===== src/rtl/psk_sweep_dispatcher.sv =====
// psk_sweep_dispatcher: sweeps an I/Q NCO over N_STEPS frequency bins,
// correlates the 1-bit input against the NCO sign codes for INT_LEN cycles
// per bin, and reports each bin's power plus the strongest bin of the sweep.
module psk_sweep_dispatcher #(
  parameter int                 PHASE_W   = 12,
  parameter int                 INT_LEN   = 16,
  parameter int                 N_STEPS   = 4,
  parameter logic [PHASE_W-1:0] FCW_START = 12'h100,
  parameter logic [PHASE_W-1:0] FCW_STEP  = 12'h040,
  parameter int                 CORR_W    = $clog2(INT_LEN) + 2,
  parameter int                 POW_W     = 2 * CORR_W
) (
  input  logic               clk,
  input  logic               rst_in,
  input  logic               sig,
  input  logic               start,
  input  logic               continuous,
  output logic               busy,
  output logic               bin_stb,
  output logic [PHASE_W-1:0] bin_fcw,
  output logic [POW_W-1:0]   bin_power,
  output logic               stb,
  output logic [PHASE_W-1:0] peak_fcw,
  output logic [POW_W-1:0]   peak_power
);

  localparam int CNT_W = $clog2(INT_LEN);
  localparam int IDX_W = (N_STEPS > 1) ? $clog2(N_STEPS) : 1;
  localparam logic [CNT_W-1:0] CNT_LOAD = CNT_W'(INT_LEN - 1);
  localparam logic [IDX_W-1:0] LAST_IDX = IDX_W'(N_STEPS - 1);

  typedef enum logic [2:0] {
    IDLE,
    INTEGRATE,
    MEASURE,
    COMPARE,
    DONE
  } state_t;

  state_t state, next_state;

  logic [PHASE_W-1:0]       phase;
  logic [PHASE_W-1:0]       fcw;
  logic [CNT_W-1:0]         cnt;
  logic [IDX_W-1:0]         idx;
  logic signed [CORR_W-1:0] i_acc, q_acc;
  logic signed [CORR_W-1:0] i_step, q_step;
  logic signed [POW_W-1:0]  i_ext, q_ext;
  logic [POW_W-1:0]         power_next;
  logic [POW_W-1:0]         best;
  logic [PHASE_W-1:0]       best_fcw;
  logic [POW_W-1:0]         best_next;
  logic [PHASE_W-1:0]       best_fcw_next;
  logic                     i_code, q_code;
  logic                     take_best;
  logic                     sweep_init;

  // NCO codes are taken from the pre-increment phase. Adding a quarter turn
  // flips bit PHASE_W-2 and carries into the MSB only when that bit was set,
  // so the Q code reduces to an XOR of the top two phase bits.
  assign i_code = phase[PHASE_W-1];
  assign q_code = phase[PHASE_W-1] ^ phase[PHASE_W-2];
  assign i_step = (sig == i_code) ? CORR_W'(1) : '1;
  assign q_step = (sig == q_code) ? CORR_W'(1) : '1;

  // Power is computed at full product width; 2*INT_LEN^2 always fits.
  assign i_ext      = {{(POW_W - CORR_W){i_acc[CORR_W-1]}}, i_acc};
  assign q_ext      = {{(POW_W - CORR_W){q_acc[CORR_W-1]}}, q_acc};
  assign power_next = i_ext * i_ext + q_ext * q_ext;

  // Bin 0 always seeds the best register; later bins need a strictly larger
  // power, so ties keep the earlier bin.
  assign take_best     = (bin_power > best) || (idx == '0);
  assign best_next     = take_best ? bin_power : best;
  assign best_fcw_next = take_best ? fcw : best_fcw;

  assign sweep_init = ((state == IDLE) && start) || ((state == DONE) && continuous);

  // State register; reset aborts any sweep in progress.
  always_ff @(posedge clk or posedge rst_in) begin
    if (rst_in) state <= IDLE;
    else        state <= next_state;
  end

  // Next-state logic and the state-decoded strobes.
  always_comb begin
    next_state = state;
    busy       = 1'b1;
    bin_stb    = 1'b0;
    stb        = 1'b0;
    case (state)
      IDLE: begin
        busy = 1'b0;
        if (start) next_state = INTEGRATE;
      end
      INTEGRATE: begin
        if (cnt == '0) next_state = MEASURE;
      end
      MEASURE: begin
        next_state = COMPARE;
      end
      COMPARE: begin
        bin_stb = 1'b1;
        if (idx == LAST_IDX) next_state = DONE;
        else                 next_state = INTEGRATE;
      end
      DONE: begin
        stb = 1'b1;
        if (continuous) next_state = INTEGRATE;
        else            next_state = IDLE;
      end
      default: next_state = IDLE;
    endcase
  end

  // Datapath: NCO, correlators, per-bin result and running peak.
  always_ff @(posedge clk or posedge rst_in) begin
    if (rst_in) begin
      phase      <= '0;
      fcw        <= '0;
      cnt        <= '0;
      idx        <= '0;
      i_acc      <= '0;
      q_acc      <= '0;
      best       <= '0;
      best_fcw   <= '0;
      bin_fcw    <= '0;
      bin_power  <= '0;
      peak_fcw   <= '0;
      peak_power <= '0;
    end else if (sweep_init) begin
      phase    <= '0;
      fcw      <= FCW_START;
      cnt      <= CNT_LOAD;
      idx      <= '0;
      i_acc    <= '0;
      q_acc    <= '0;
      best     <= '0;
      best_fcw <= FCW_START;
    end else begin
      case (state)
        INTEGRATE: begin
          i_acc <= i_acc + i_step;
          q_acc <= q_acc + q_step;
          phase <= phase + fcw;
          if (cnt != '0) cnt <= cnt - CNT_W'(1);
        end
        MEASURE: begin
          bin_power <= power_next;
          bin_fcw   <= fcw;
        end
        COMPARE: begin
          best     <= best_next;
          best_fcw <= best_fcw_next;
          if (idx == LAST_IDX) begin
            peak_power <= best_next;
            peak_fcw   <= best_fcw_next;
          end else begin
            fcw   <= fcw + FCW_STEP;
            idx   <= idx + IDX_W'(1);
            phase <= '0;
            cnt   <= CNT_LOAD;
            i_acc <= '0;
            q_acc <= '0;
          end
        end
        default: ;
      endcase
    end
  end

endmodule


===== config.mk =====
export PLATFORM = sky130hd
export DESIGN_NAME = psk_sweep_dispatcher
export DESIGN_NICKNAME = d
export VERILOG_FILES = /design/src/rtl/psk_sweep_dispatcher.sv
export SDC_FILE = /design/constraint.sdc
export NUM_CORES = 1
export LEC_CHECK = 0
export BUFFER_PORTS_ARGS = -buffer_cell sky130_fd_sc_hd__buf_2
export CAP_MARGIN = 0
export CELL_PAD_IN_SITES_DETAIL_PLACEMENT = 1
export CELL_PAD_IN_SITES_GLOBAL_PLACEMENT = 2
export CORE_MARGIN = 5
export CORE_UTILIZATION = 40
export CTS_BUF_LIST = sky130_fd_sc_hd__clkbuf_4
export CTS_CLUSTER_SIZE = 20
export DETAILED_ROUTE_END_ITERATION = 8
export GPL_TIMING_DRIVEN = 1
export PLACE_DENSITY = 0.86
export RECOVER_POWER = 25
export SETUP_SLACK_MARGIN = 0.3
export SYNTH_ARGS = -nofsm -noshare
export SYNTH_HDL_FRONTEND = slang
export SYNTH_SLANG_ARGS = --single-unit

===== constraint.sdc =====
create_clock -name clk -period 7.6 [get_ports clk]
set_clock_uncertainty 0.2 [all_clocks]
set_input_delay 0.38 -clock clk [delete_from_list [all_inputs] [get_ports clk]]
set_output_delay 0.38 -clock clk [all_outputs]
set_load 0.03 [all_outputs]

==> results of run 1 <==
[final cells by class]
cell class                      instances  area (um^2)
Antenna cell                            1         2.50
Clock buffer                            9         67.6
Clock inverter                          7         71.3
Fill cell                            2145        10600
Inverter                              103          389
Multi-Input combinational cell        542         4420
Sequential cell                        99         2480
Tap cell                              234          293
Timing Repair Buffer                   56          293
[per-layer routing]
metal  vias to the layer above  part of all wire, %  global-route usage [%]  routed length, um
met5                         -                    0                       0                  0
met4                         0                  2.9                    6.40                541
met3                        29                  3.1                    2.84                574
met2                        92                   49                    31.0               9280
met1                      2800                   45                    23.2               8360
li1                       2629                    -                       -                  -
[cell usage after synthesis (6+ instances only)]
cell type	n	area, um^2
nand3_1	6	30.0
clkbuf_1	19	71.3
a22o_1	17	149
o21ai_1	23	115
buf_2	11	55.1
ha_1	62	776
o21ai_0	31	155
inv_1	100	375
nor2_1	46	173
buf_4	7	52.6
o31ai_1	23	173
dfrtp_1	99	2480
o31a_1	16	140
and2_1	20	125
xor2_1	9	78.8
a21o_1	10	75.1
fa_1	59	1180
nand2_1	88	330
a21oi_1	42	210
xnor2_1	27	236
[timing repair]
item	in CTS	in global routing
endpoints found under the hold margin	54	0
endpoints found under the setup margin	0	0
hold buffers	1	0
[flip-flops by register name, summed over array words and instances (netlist names), 6 cells and up]
| name | flops |
|---|---|
| best | 12 |
| bin_power | 12 |
| q_acc | 6 |
| fcw | 6 |
| best_fcw | 12 |
| bin_fcw | 6 |
| i_acc | 6 |
| phase | 6 |
| peak_power | 12 |
| peak_fcw | 12 |
[logic make-up (layout without fill, tap and decap cells)]
kind of cell,after synthesis,after routing,synth area share [%]
flip-flops,99,99,33.1
AND/OR/NAND/NOR,190,190,11.5
XOR/XNOR,37,37,4.44
other,1,7,0.0502
adder cells (fa/ha/maj),121,121,26.2
multiplexers,3,3,0.418
AO/OA/AOI/OAI,185,185,16.3
buffers and inverters,143,175,7.93
[worst paths after layout]
kind                                             endpoint  slack [ns]  cells after the start
worst max-delay path            bin_power[11]$_DFFE_PP0P_        1.56                     22
worst min-delay path                   cnt[3]$_DFFE_PP0P_        0.13                      3
worst max register to register  bin_power[11]$_DFFE_PP0P_        1.56                     22
worst min register to register     bin_fcw[6]$_DFFE_PP0P_        0.30                      2
max in group asynchronous          bin_fcw[9]$_DFFE_PP0P_        4.79                      4
min in group asynchronous             best[5]$_DFFE_PP0N_        0.90                      3
[stage by stage]
step	hold slack, ns	util [%]	worst slack [ns]	std cells	area (um^2)
2_1_floorplan	0.253	-	1.97	784	7490
3_3_place_gp	0.260	42.4	1.70	1033	7870
3_5_place_dp	0.266	42.4	1.53	1033	7870
4_1_cts	0.0942	43.2	1.51	1050	8020
5_1_grt	0.111	43.1	1.29	1051	8020
6_report	0.131	43.1	1.56	1051	8020
[worst min-delay path, stage by stage]
cell	delay, ns
buf_2	0.12
a21oi_1	0.21
nand2_1	0.09
==> results.cfg, run 1 <==
[global_route]
grt_pass1_wl_um = 31800
grt_start_max_net_pins = 56
antenna_found_initial = 1
overflow = 0
grt.total_usage_pct = 18.0
grt_pass1_vias = 6140

[routing]
drt_pass1_iterations = 4
wl_per_cell_um = 17.8
drcViolationCount = 0
vias = 5550
ant_nets = 0
drt_wl_total_um = 18800
drtIter0Drc = 261
via_per_inst = 5.28

[timing]
worst_pin_slew_ns = 2.56
finalSetupViolCount = 0
fmaxAchievable_mhz = 165
fin_crit_sh_pct = 79.5
hold_violations = 0
rsz0062_at_grt = false
final.setup.tns_ns = 0
finalMaxSlewViolations = 56
fin_crit_ns = 6.04
timing.slew.headroom_pct = -71.5

[floorplan]
coreArea_mm2 = 0.0186
start_util_pct = 40.2
std_cell_rows = 50
ios = 56
die_area_mm2 = 0.0215
die_y_um = 147
fp.dieW_um = 147

[cts]
clock-root-buffer = clkbuf_4
htreeDepth = 3
clk_pin_slew_ns = 0.17
cts_tree = yes
post_cts_resized = 0
cts_setup_buffers = 0
clkSinkCount = 99
clock_path_buffers = 2
clock_latency_ns = 0.50
cts_buffers = 9

[synth]
async_flop_share_pct = 100
yosysWarnings = 0
netlist_instances = 779
syn_area_mm2 = 0.00747
yosysSeqAreaShare_pct = 33.1
synth_edf_count = 0
ys_ff_latch = 99
synth_flop_cell = dfrtp_1
syn_area_per_cell_um2 = 9.60
synth_cell_types = 54

[layout]
nets = 937
areaGrowthSynthToFinish_pct = 7.25
layout_common_cells = inv_1, dfrtp_1, nand2_1, ha_1, fa_1
layout-drive-gt1-share_pct = 9.44

[flow_run]
max-cap-violations = 1

[setup_path]
max_stage_delay_ns = 0.55
critPathSlowestCell = fa_1
worstSetupStartpointType = register
critical_path_class = register to register
rr_startpoint = q_acc[5]$_DFFE_PP0P_
crit_fanout = 8
worst_ep_arrival_time_ns = 6.22
cp-startpoint = q_acc[5]$_DFFE_PP0P_
cp.required_ns = 7.77
worst-path-buf-inv = 7
end_kind = register
path_cells = inv_1 -> nor2_1 -> fa_1 -> inv_1 -> fa_1 -> inv_1 -> fa_1 -> inv_1 -> fa_1 -> inv_1 -> fa_1 -> inv_1 -> fa_1 -> inv_1 -> ha_1 -> fa_1 -> a21oi_1 -> nor2_1 -> nor2_1 -> o21ai_0 -> xnor2_1 -> o21ai_1
cp_top_family = adder cells

[status]
status = complete, but fails checks
failed_checks = capacitance limit, slew limit

[hold_path]
hold_class = input pin to register
min_from = continuous

[placed_design]
hpwlAfterDp_um = 14700
port_buffers = 49
gp_congestion = 0.938
Power of run 1 is left out: the tool's default activity adds up to more than one toggle a clock period on the data nets, which glitch-free logic cannot reach.
==> inputs of run 2 (changes only) <==
==> constraint.sdc (replaced) <==
create_clock -name clk -period 5.9 [get_ports clk]
set_clock_uncertainty 0.2 [all_clocks]
set_input_delay 0.295 -clock clk [delete_from_list [all_inputs] [get_ports clk]]
set_output_delay 0.295 -clock clk [all_outputs]
set_load 0.03 [all_outputs]
==> run 2 against run 1 <==
  * The flow still finishes with violations (capacitance limit, slew limit)
  * Highest routed layer unchanged
  * Setup slack got worse by 1.1 ns
  * First-iteration DRC count decreased by 1.1%
  * Via count increased by 1.2%
  * Largest cell class unchanged
  * Hold slack got worse by 0.095 ns
  * Sequential share of layout area decreased by 0.70 points
  * Clock-buffer cell count unchanged
  * Global-route usage decreased by 0.13 points
  * Utilization increased by 1.1 points
  * Die area unchanged
  * Register-to-register slack got worse by 1.1 ns
  * Sequential cell count unchanged
  * Fmax increased by 10%
==> results.cfg, run 2 (synthesis results as in run 1) <==
[status]
status = complete, but fails checks
failed_checks = capacitance limit, slew limit

[hold_path]
hold_class = input pin to register
hold_depth = 3

[routing]
drtIter0Drc = 258
vias = 5619
wl_met1_um = 8680
drt_wl_total_um = 18800
via_per_inst = 5.22
top_layer = met4
drcViolationCount = 0
wl_per_cell_um = 17.5
drt_pass1_iterations = 4
dr_wl_met2_um = 9420
met3WireLength_um = 494
ant_nets = 0

[timing]
fin_crit_ns = 5.49
fmaxAchievable_mhz = 182
finalMaxSlewViolations = 32
hold_violations = 0
timing.slew.headroom_pct = -0.733
setup_ws_ns = 0.415
rsz0062_at_grt = true
worst_pin_slew_ns = 1.50
fin_crit_sh_pct = 93.0
finalSetupViolCount = 0
final.setup.tns_ns = 0

[setup_path]
worst_ep_arrival_time_ns = 5.65
worst-path-buf-inv = 7
max_stage_delay_ns = 0.55
worstSetupStartpointType = register
reg2regPathDepth = 21
critical_path_class = register to register
path_cells = and2_4 -> fa_1 -> inv_2 -> fa_1 -> inv_2 -> fa_1 -> inv_2 -> fa_1 -> inv_2 -> fa_1 -> inv_2 -> fa_1 -> inv_1 -> ha_2 -> fa_2 -> a21oi_2 -> nor2_1 -> nor2_1 -> buf_4 -> xor2_1 -> o21ai_1
cp_top_family = adder cells
crit_fanout = 2
cp.depth = 21
cp.required_ns = 6.06
end_kind = register
critPathSlowestCell = fa_1
crit_top_cell = fa_1

[global_route]
grt_pass1_wl_um = 31600
overflow = 0
grt_pass1_vias = 6162
antenna_found_initial = 1
grt_start_max_net_pins = 70
grt.total_usage_pct = 17.9

[cts]
htreeDepth = 3
clkSinkCount = 99
cts_buffers = 9
clk_pin_slew_ns = 0.19
clock_path_buffers = 2
cts_tree = yes
clock_latency_ns = 0.51
clock-root-buffer = clkbuf_4

[layout]
utilization_pct = 44.2
layout_common_cells = dfrtp_1, inv_1, nand2_1, ha_1, fa_1
nets = 962
areaGrowthSynthToFinish_pct = 9.89
final_common_cell = dfrtp_1
layout-drive-gt1-share_pct = 12.0
multi_input_area_mm2 = 0.00445
fill_cells = 2185
seqCellArea_mm2 = 0.00248
instances_no_fill = 1076

[floorplan]
fp.dieW_um = 147
ios = 56
die_area_mm2 = 0.0215
die_y_um = 147
std_cell_rows = 50
start_util_pct = 40.2
coreArea_mm2 = 0.0186

[placed_design]
post-place-ws_ns = 0.0456
hpwlAfterDp_um = 14200
placedCellCount = 1040
port_buffers = 49
gp_congestion = 0.874

[flow_run]
max-cap-violations = 1
run 2: layout make-up:
| type | instances | share of cell area, % |
|---|---|---|
| clock inverters | 7 | 0.883 |
| repair buffers | 81 | 5.48 |
| diodes | 1 | 0.0305 |
| flip-flops and latches | 99 | 30.2 |
| well taps | 234 | 3.56 |
| multi-input cells | 542 | 54.2 |
| inverters | 103 | 4.81 |
| clock buffers | 9 | 0.823 |
run 2: repair_timing:
item | 4_1_cts | 5_1_grt
hold endpoints to repair | 30 | 0
buffers inserted | 7 | 11
resized for setup | 15 | 11
pin swaps | 9 | 18
hold buffers | 1 | 0
setup endpoints to repair | 3 | 3
run 2: final timing paths:
| kind | from | end | slack, ns |
|---|---|---|---|
| setup / recovery | q_acc[2]$_DFFE_PP0P_ | bin_power[9]$_DFFE_PP0P_ | 0.41 |
| hold / removal | continuous | cnt[0]$_DFFE_PP0P_ | 0.04 |
| setup reg to reg | q_acc[2]$_DFFE_PP0P_ | bin_power[9]$_DFFE_PP0P_ | 0.41 |
| hold reg to reg | bin_fcw[9]$_DFFE_PP0P_ | bin_fcw[9]$_DFFE_PP0P_ | 0.30 |
| max in group asynchronous | rst_in | bin_power[2]$_DFFE_PP0P_ | 3.53 |
| min in group asynchronous | rst_in | peak_power[7]$_DFFE_PP0P_ | 0.46 |
run 2: worst reg2reg max path: cells and delay by family, from the launching register on:
kind / cells / cell delay [ns]
DFF: 1 / 0.44
and+or+nand+nor: 3 / 0.35
buffers and inverters: 7 / 0.37
xor gates and xnor gates: 1 / 0.15
AOI/OAI and AO/OA: 2 / 0.21
adders and majority gates: 8 / 3.62
run 2: per-stage QoR:
| step | instance area, um^2 | hold WS (ns) |
|---|---|---|
| 2_1_floorplan | 7490 | 0.253 |
| 3_3_place_gp | 7930 | 0.123 |
| 3_5_place_dp | 7930 | 0.129 |
| 4_1_cts | 8150 | 0.0182 |
| 5_1_grt | 8210 | 0.0314 |
| 6_report | 8210 | 0.0356 |
run 2: per-layer routing:
layer | up-vias | GRT usage [%]
li1 | 2685 | -
met3 | 20 | 2.19
met2 | 83 | 31.0
met5 | - | 0
met1 | 2831 | 23.8
met4 | 0 | 5.13
Power of run 2 is left out for the same reason.
